## config.mk

```make
export PLATFORM = sky130hd
export DESIGN_NAME = fetch_unit
export DESIGN_NICKNAME = d
export VERILOG_FILES = /design/src/rtl/rv_pkg.sv /design/src/rtl/fetch_unit.sv
export SDC_FILE = /design/constraint.sdc
export NUM_CORES = 1
export LEC_CHECK = 0
export BUFFER_PORTS_ARGS = -buffer_cell sky130_fd_sc_hd__buf_2
export CAP_MARGIN = 20
export CORE_MARGIN = 1.5
export CORE_UTILIZATION = 26
export DETAILED_ROUTE_END_ITERATION = 8
export GPL_ROUTABILITY_DRIVEN = 1
export SYNTH_ARGS = -nofsm -noshare
export SYNTH_HDL_FRONTEND = slang
export SYNTH_SLANG_ARGS = --single-unit
```

## constraint.sdc

```tcl
create_clock -name clock -period 2 [get_ports clock]
set_input_delay 0 -clock clock [delete_from_list [all_inputs] [get_ports clock]]
set_output_delay 0 -clock clock [all_outputs]
set_load 0.02 [all_outputs]
```

## src/rtl/rv_pkg.sv

```systemverilog
// rv_pkg: shared fetch-stage types and constants
package rv_pkg;
  typedef enum logic {FETCH, FAULT} fetch_state_t;
  localparam logic [31:0] NOP_INST = 32'h0000_0013;
  localparam int INST_BYTES = 4;
endpackage

```

## src/rtl/fetch_unit.sv

```systemverilog
// fetch_unit: PC owner and IF/ID output register with redirect flush and sticky fault
module fetch_unit
  import rv_pkg::*;
#(
  parameter int XLEN = 32,
  parameter int ILEN = 32,
  parameter logic [XLEN-1:0] RESET_PC = '0,
  parameter int MEM_BYTES = 1024
) (
  input  logic            clock,
  input  logic            reset,
  output logic [XLEN-1:0] imem_pc,
  input  logic [ILEN-1:0] imem_inst,
  input  logic            redirect_valid,
  input  logic [XLEN-1:0] redirect_pc,
  output logic            out_valid,
  input  logic            out_ready,
  output logic [ILEN-1:0] out_inst,
  output logic [XLEN-1:0] out_pc,
  output logic            fault,
  output logic [XLEN-1:0] fault_pc,
  output logic [31:0]     fetch_count
);
  localparam logic [XLEN-1:0] LAST_PC = XLEN'(MEM_BYTES - INST_BYTES);
  fetch_state_t state;
  logic [XLEN-1:0] pc_q;
  logic can_load;
  logic xfer;
  function automatic logic bad(input logic [XLEN-1:0] a);
    return (a[1:0] != 2'b00) || (a > LAST_PC);
  endfunction
  assign imem_pc  = pc_q;
  assign xfer     = out_valid && out_ready;
  assign can_load = (state == FETCH) && (!out_valid || out_ready);
  // redirect beats a pending load; a bad address parks the stage in FAULT until reset
  always_ff @(posedge clock) begin
    if (reset) begin
      state       <= FETCH;
      pc_q        <= RESET_PC;
      out_valid   <= 1'b0;
      out_inst    <= ILEN'(NOP_INST);
      out_pc      <= '0;
      fault       <= 1'b0;
      fault_pc    <= '0;
      fetch_count <= '0;
    end else begin
      if (xfer) fetch_count <= fetch_count + 32'd1;
      if (state == FETCH) begin
        if (redirect_valid) begin
          out_valid <= 1'b0;
          if (bad(redirect_pc)) begin
            state    <= FAULT;
            fault    <= 1'b1;
            fault_pc <= redirect_pc;
          end else begin
            pc_q <= redirect_pc;
          end
        end else if (can_load && bad(pc_q)) begin
          state     <= FAULT;
          fault     <= 1'b1;
          fault_pc  <= pc_q;
          out_valid <= 1'b0;
        end else if (can_load) begin
          out_inst  <= imem_inst;
          out_pc    <= pc_q;
          out_valid <= 1'b1;
          pc_q      <= pc_q + XLEN'(INST_BYTES);
        end
      end
    end
  end
endmodule

```

* Word level (Yosys, flattened, before mapping) *
Cells that the tools add are included.

word-level totals
  register bits after elaboration = 163
  latch bits = 0
  RAM bits = 0
  memory bits (read-only) = 0
  input bits = 68
  output and inout port bits = 162
  word-level logic and storage cells = 51
  memories kept = 0

operators by class
  add/sub/neg operators = 2
  multipliers = 0
  divide/modulo/power cells = 0
  order comparisons = 2
  eq/ne operators = 3
  shifts and indexed selects = 0
  mux-type cells = 17
  bitwise gates (word level) = 3
  reduce and logical (&&, ||, !) cells = 16

operator list
  kind                     number
  $mux W32                 7
  $gt A32 B10 Y1 const B   2
  $add A32 B1 Y32 const B  1
  $add A32 B3 Y32 const B  1
  $mux W1                  10
  $reduce_and A4 Y1        2
  $reduce_bool A2 Y1       4
  $ne A2 B2 Y1 const B     2
  $logic_and A1 B1 Y1      3
  $logic_or A1 B1 Y1       3
  $not A1 Y1               3
  $reduce_and A3 Y1        1
  $reduce_bool A3 Y1       1
  $ne A2 B1 Y1 const B     1
  $reduce_and A2 Y1        1
  $logic_not A1 Y1         1

* Longest topological paths before layout *
  depth after elaboration = 7
  mapped depth = 9
  mapped depth without buffers = 7

* Worst setup path after synthesis *
Ideal clock, no wire load.

  path type = register -> register
  from = register fetch_count[0]
  to = register fetch_count[30]
  setup time = 70 ps
  arrival = 1836 ps
  data required time = 1930 ps
  slack = 93 ps
  cell stages (with the launch flop) = 7
  path buffers = 0
  period minus slack after synthesis = 1907 ps
  cells stage by stage = dfxtp_1 > ha_1 > nand3_1 > nor4_4 > nand4_4 > or3_1 > a21oi_1

between the ends
  longest elaborated chain between the ends = 1

RTL lines
  item                      line              source
  start: declaration        fetch_unit.sv:22  output logic [31:0] fetch_count
  start signal: assignment  fetch_unit.sv:47  if (xfer) fetch_count <= fetch_count + 32'd1;
  $add A32 B1 Y32           fetch_unit.sv:47

Every way passes these cells.
A chain may end at the register's enable or synchronous reset.

* Worst setup path in the final report *
  from = register pc_q[27], in the netlist imem_pc[27]
  to = register out_inst[26]

between the ends
  longest elaborated chain between the ends = 5

RTL lines
  item                         line              source
  start: declaration           fetch_unit.sv:26  logic [XLEN-1:0] pc_q;
  start signal: assignment     fetch_unit.sv:56  pc_q <= redirect_pc;
  start signal: assignment     fetch_unit.sv:67  pc_q <= pc_q + XLEN'(INST_BYTES);
  $gt A32 B10 Y1               fetch_unit.sv:30  return (a[1:0] != 2'b00) || (a > LAST_PC);
  $logic_or A1 B1 Y1           fetch_unit.sv:30
  $logic_and A1 B1 Y1          fetch_unit.sv:58  end else if (can_load && bad(pc_q)) begin
  $not A1 Y1 (no line)         n/a
  $reduce_and A4 Y1 (no line)  n/a
  end signal: assignment       fetch_unit.sv:41  out_inst <= ILEN'(NOP_INST);
  end signal: assignment       fetch_unit.sv:64  out_inst <= imem_inst;
  end: declaration             fetch_unit.sv:18  output logic [ILEN-1:0] out_inst,

Every way passes these cells.

==> results_dict.tcl <==
set metrics [dict create \
    diodes 0 \
    synth_cell_type_count 46 \
    report.final.slew_viol_count 0 \
    timing_hold_violations_final 0 \
    die_area_um2 25200 \
    finish.net_count 1074 \
    period_needed_ns 1.86 \
    avgViaCountPerCell 4.45 \
    worst_ep_arrival_time_ns 2.21 \
    ys_ff_latch 163 \
    post_synthesis_sequential_area_ratio_pct 51.8 \
    area_taken_by_multi_input_logic_gates_um2 2830 \
    hpwlAfterDp_um 12900 \
    grt_usage_pct 14.5 \
    max_cap_violations 0 \
    fillCellCount 2361 \
    yosysWarningCount 0 \
    synthCells 689 \
    synthTopCellsByArea "sky130_fd_sc_hd__dfxtp_1 (52%), sky130_fd_sc_hd__nand2_1 (6.3%), sky130_fd_sc_hd__nor2_1 (5.2%)" \
    cts.htree.levels 4 \
    grt_max_degree 51 \
    totalNegativeSetupSlack_ns 0 \
    cp_max_fo 40 \
    route.final.wire_length_um 18600 \
    dpl_worst_slack_ns 0.0189 \
    timing.critical_path.required_ns 2.35 \
    top_ports 230 \
    route.detailed.wl_per_inst_um 13.9 \
    outcome "finished clean" \
    layout_common_cells "sky130_fd_sc_hd__buf_2 (228), sky130_fd_sc_hd__dfxtp_1 (163), sky130_fd_sc_hd__nand2_1 (104)" \
    grt_pass1_wl_um 28800 \
    via_count_of_the_first_global_routing_pass 5567 \
    grt_setup_unrepaired "false" \
    final.period_utilization_pct 93.0 \
    synth.net_count 759 \
    crit_type "flip-flop to flip-flop" \
    grt_antenna_before_repair 0 \
    drt_pre_antenna_iters 4 \
    cts-buffers-inserted 17 \
    timing_worst_slew_pin_value_ns 0.524 \
    drt-initial-drc-count 291 \
    post_synth_instance_area_um2 6300 \
    clkLatencyLatePin_ns 0.43 \
    setup.reg_to_reg.worst_slack_ns 0.14 \
    highest_achievable_clock_rate_ghz 0.537 \
    die_w_um 159 \
    postRouteAntennaNets 0 \
    mostFrequentLayoutCell "sky130_fd_sc_hd__buf_2" \
    peakVddDrop_mv 0.446 \
    critPathMaxStageDelay_ns 0.34 \
    finClkSkew_ns 0.0135 \
    tritoncts "built" \
    clock_sinks 163 \
    clk_transition_reported_paths_ns 0.08 \
    floorplan.core_area_um2 23600 \
    yosys.area.top_type "sky130_fd_sc_hd__dfxtp_1" \
    via_count 5941 \
    buffer_ports.inserted 229 \
    growth_of_design_area_from_synthesis_to_finish_pct 47.7 \
    synthesis.area_per_instance_um2 9.15 \
    clockBufferDepth 2 \
    grt_overflow 0 \
    regArea_um2 3260 \
    setup_slack_ns 0.139 \
    initial_utilization_pct 26.7 \
    synth_enable_flop_cells 0 \
    drc 0 \
    clk_root_buffer_cell "sky130_fd_sc_hd__clkbuf_16" \
    crit_path_cell_trace "nor4_1 -> nand3_1 -> buf_4 -> nor4_4 -> buf_12 -> nand2_1 -> a21oi_2" \
    asyncSetResetFlopFracSynth_pct 0 \
    startpoint_type "flip-flop" \
    setup_viol 0 \
    critPathSlowestCell "sky130_fd_sc_hd__dfxtp_1" \
    synth_top_area_share_pct 51.8 \
    placement_rows 56 \
    layout-drive-gt1-share_pct 32.9 \
    yosys_most_used_dff "sky130_fd_sc_hd__dfxtp_1" \
    power.density_nw_per_um2 831 \
    finalWeightedCongestion 0.798 \
    critical_path.endpoint_type "flip-flop" \
    worst_min_delay_path_class "input pin to flip-flop" \
    leakagePower_nw 4.36 \
    max-slew-margin-rel_pct 65.1 \
    die_height_um 159 \
]
==> final cells by class <==
class                           count  share of cell area [%]
Multi-Input combinational cell    473                    30.4
Clock inverter                     15                    1.79
Timing Repair Buffer              339                    23.5
Inverter                           10                   0.403
Sequential cell                   163                    35.0
Clock buffer                       17                    4.57
Tap cell                          319                    4.29
==> metrics by stage <==
stage / utilization (%) / power [mW] / instances / instance area [um^2] / hold slack [ns]
2_1_floorplan: - / 4.09 / 689 / 6300 / 0.124
3_3_place_gp: 34.0 / 4.45 / 1236 / 8020 / 0.212
3_5_place_dp: 34.0 / 4.46 / 1236 / 8020 / 0.221
4_1_cts: 39.3 / 7.85 / 1334 / 9270 / 0.0981
5_1_grt: 39.4 / 8.10 / 1336 / 9310 / 0.128
6_report: 39.4 / 7.74 / 1336 / 9310 / 0.116
==> path summary, 6_finish.rpt <==
check,startpoint,to,depth (start not counted)
hold reg to reg,out_inst[29],out_inst[29],2
hold / removal,out_ready,fetch_count[2],4
setup reg to reg,imem_pc[27],out_inst[26],7
setup / recovery,imem_pc[27],out_inst[26],7
==> state kept, by name (all words and copies together) (netlist names) <==
name / cells
fault_pc: 32
fetch_count: 32
imem_pc: 32
out_inst: 32
out_pc: 32
fault: 1
out_valid: 1
state: 1
==> report_power, final <==
group / switching (mW) / leakage (nW) / total [mW] / internal (mW)
Combinational: 0.599 / 2.76 / 1.03 / 0.429
Clock: 1.58 / 0.275 / 3.26 / 1.68
Sequential: 0.0785 / 1.33 / 3.45 / 3.37
Total: 2.26 / 4.36 / 7.74 / 5.48
==> cell usage after synthesis, types with 11 or more instances <==
| cell | instances |
|---|---|
| sky130_fd_sc_hd__dfxtp_1 | 163 |
| sky130_fd_sc_hd__nand2_1 | 105 |
| sky130_fd_sc_hd__nor2_1 | 87 |
| sky130_fd_sc_hd__a21oi_1 | 48 |
| sky130_fd_sc_hd__and3_1 | 46 |
| sky130_fd_sc_hd__mux2i_1 | 32 |
| sky130_fd_sc_hd__clkbuf_1 | 30 |
| sky130_fd_sc_hd__a211oi_1 | 22 |
| sky130_fd_sc_hd__nand3_1 | 19 |
| sky130_fd_sc_hd__xnor2_1 | 16 |
| sky130_fd_sc_hd__xor2_1 | 13 |
| sky130_fd_sc_hd__nor4_1 | 11 |
==> timing repair <==
action,in CTS,in global routing
hold buffers,66,0
buffers inserted,0,2
endpoints found under the setup margin,0,60
hold endpoints to repair,73,0
resized for setup,0,4
==> critical path, delay by kind of cell (launching register included) <==
kind	cells	cell delay [ns]
DFF	1	0.34
and+or+nand+nor	4	0.84
AOI/OAI and AO/OA	1	0.12
buffers and inverters	2	0.47
==> cell families after synthesis <==
group	Yosys count	synth area share [%]
mux	32	5.08
simple gates	310	24.4
flops	163	51.8
buf+inv	53	3.99
compound gates	100	10.4
xor+xnor	29	4.03
fa+ha+maj	2	0.397
==> per-layer routing <==
metal	up-vias	track usage [%]	part of all wire (%)
met5	-	0	0
li1	2999	-	-
met3	18	4.46	5.9
met1	2759	18.3	46
met4	0	4.58	1.4
met2	165	23.8	47
Power figures use the tool's default switching activity.
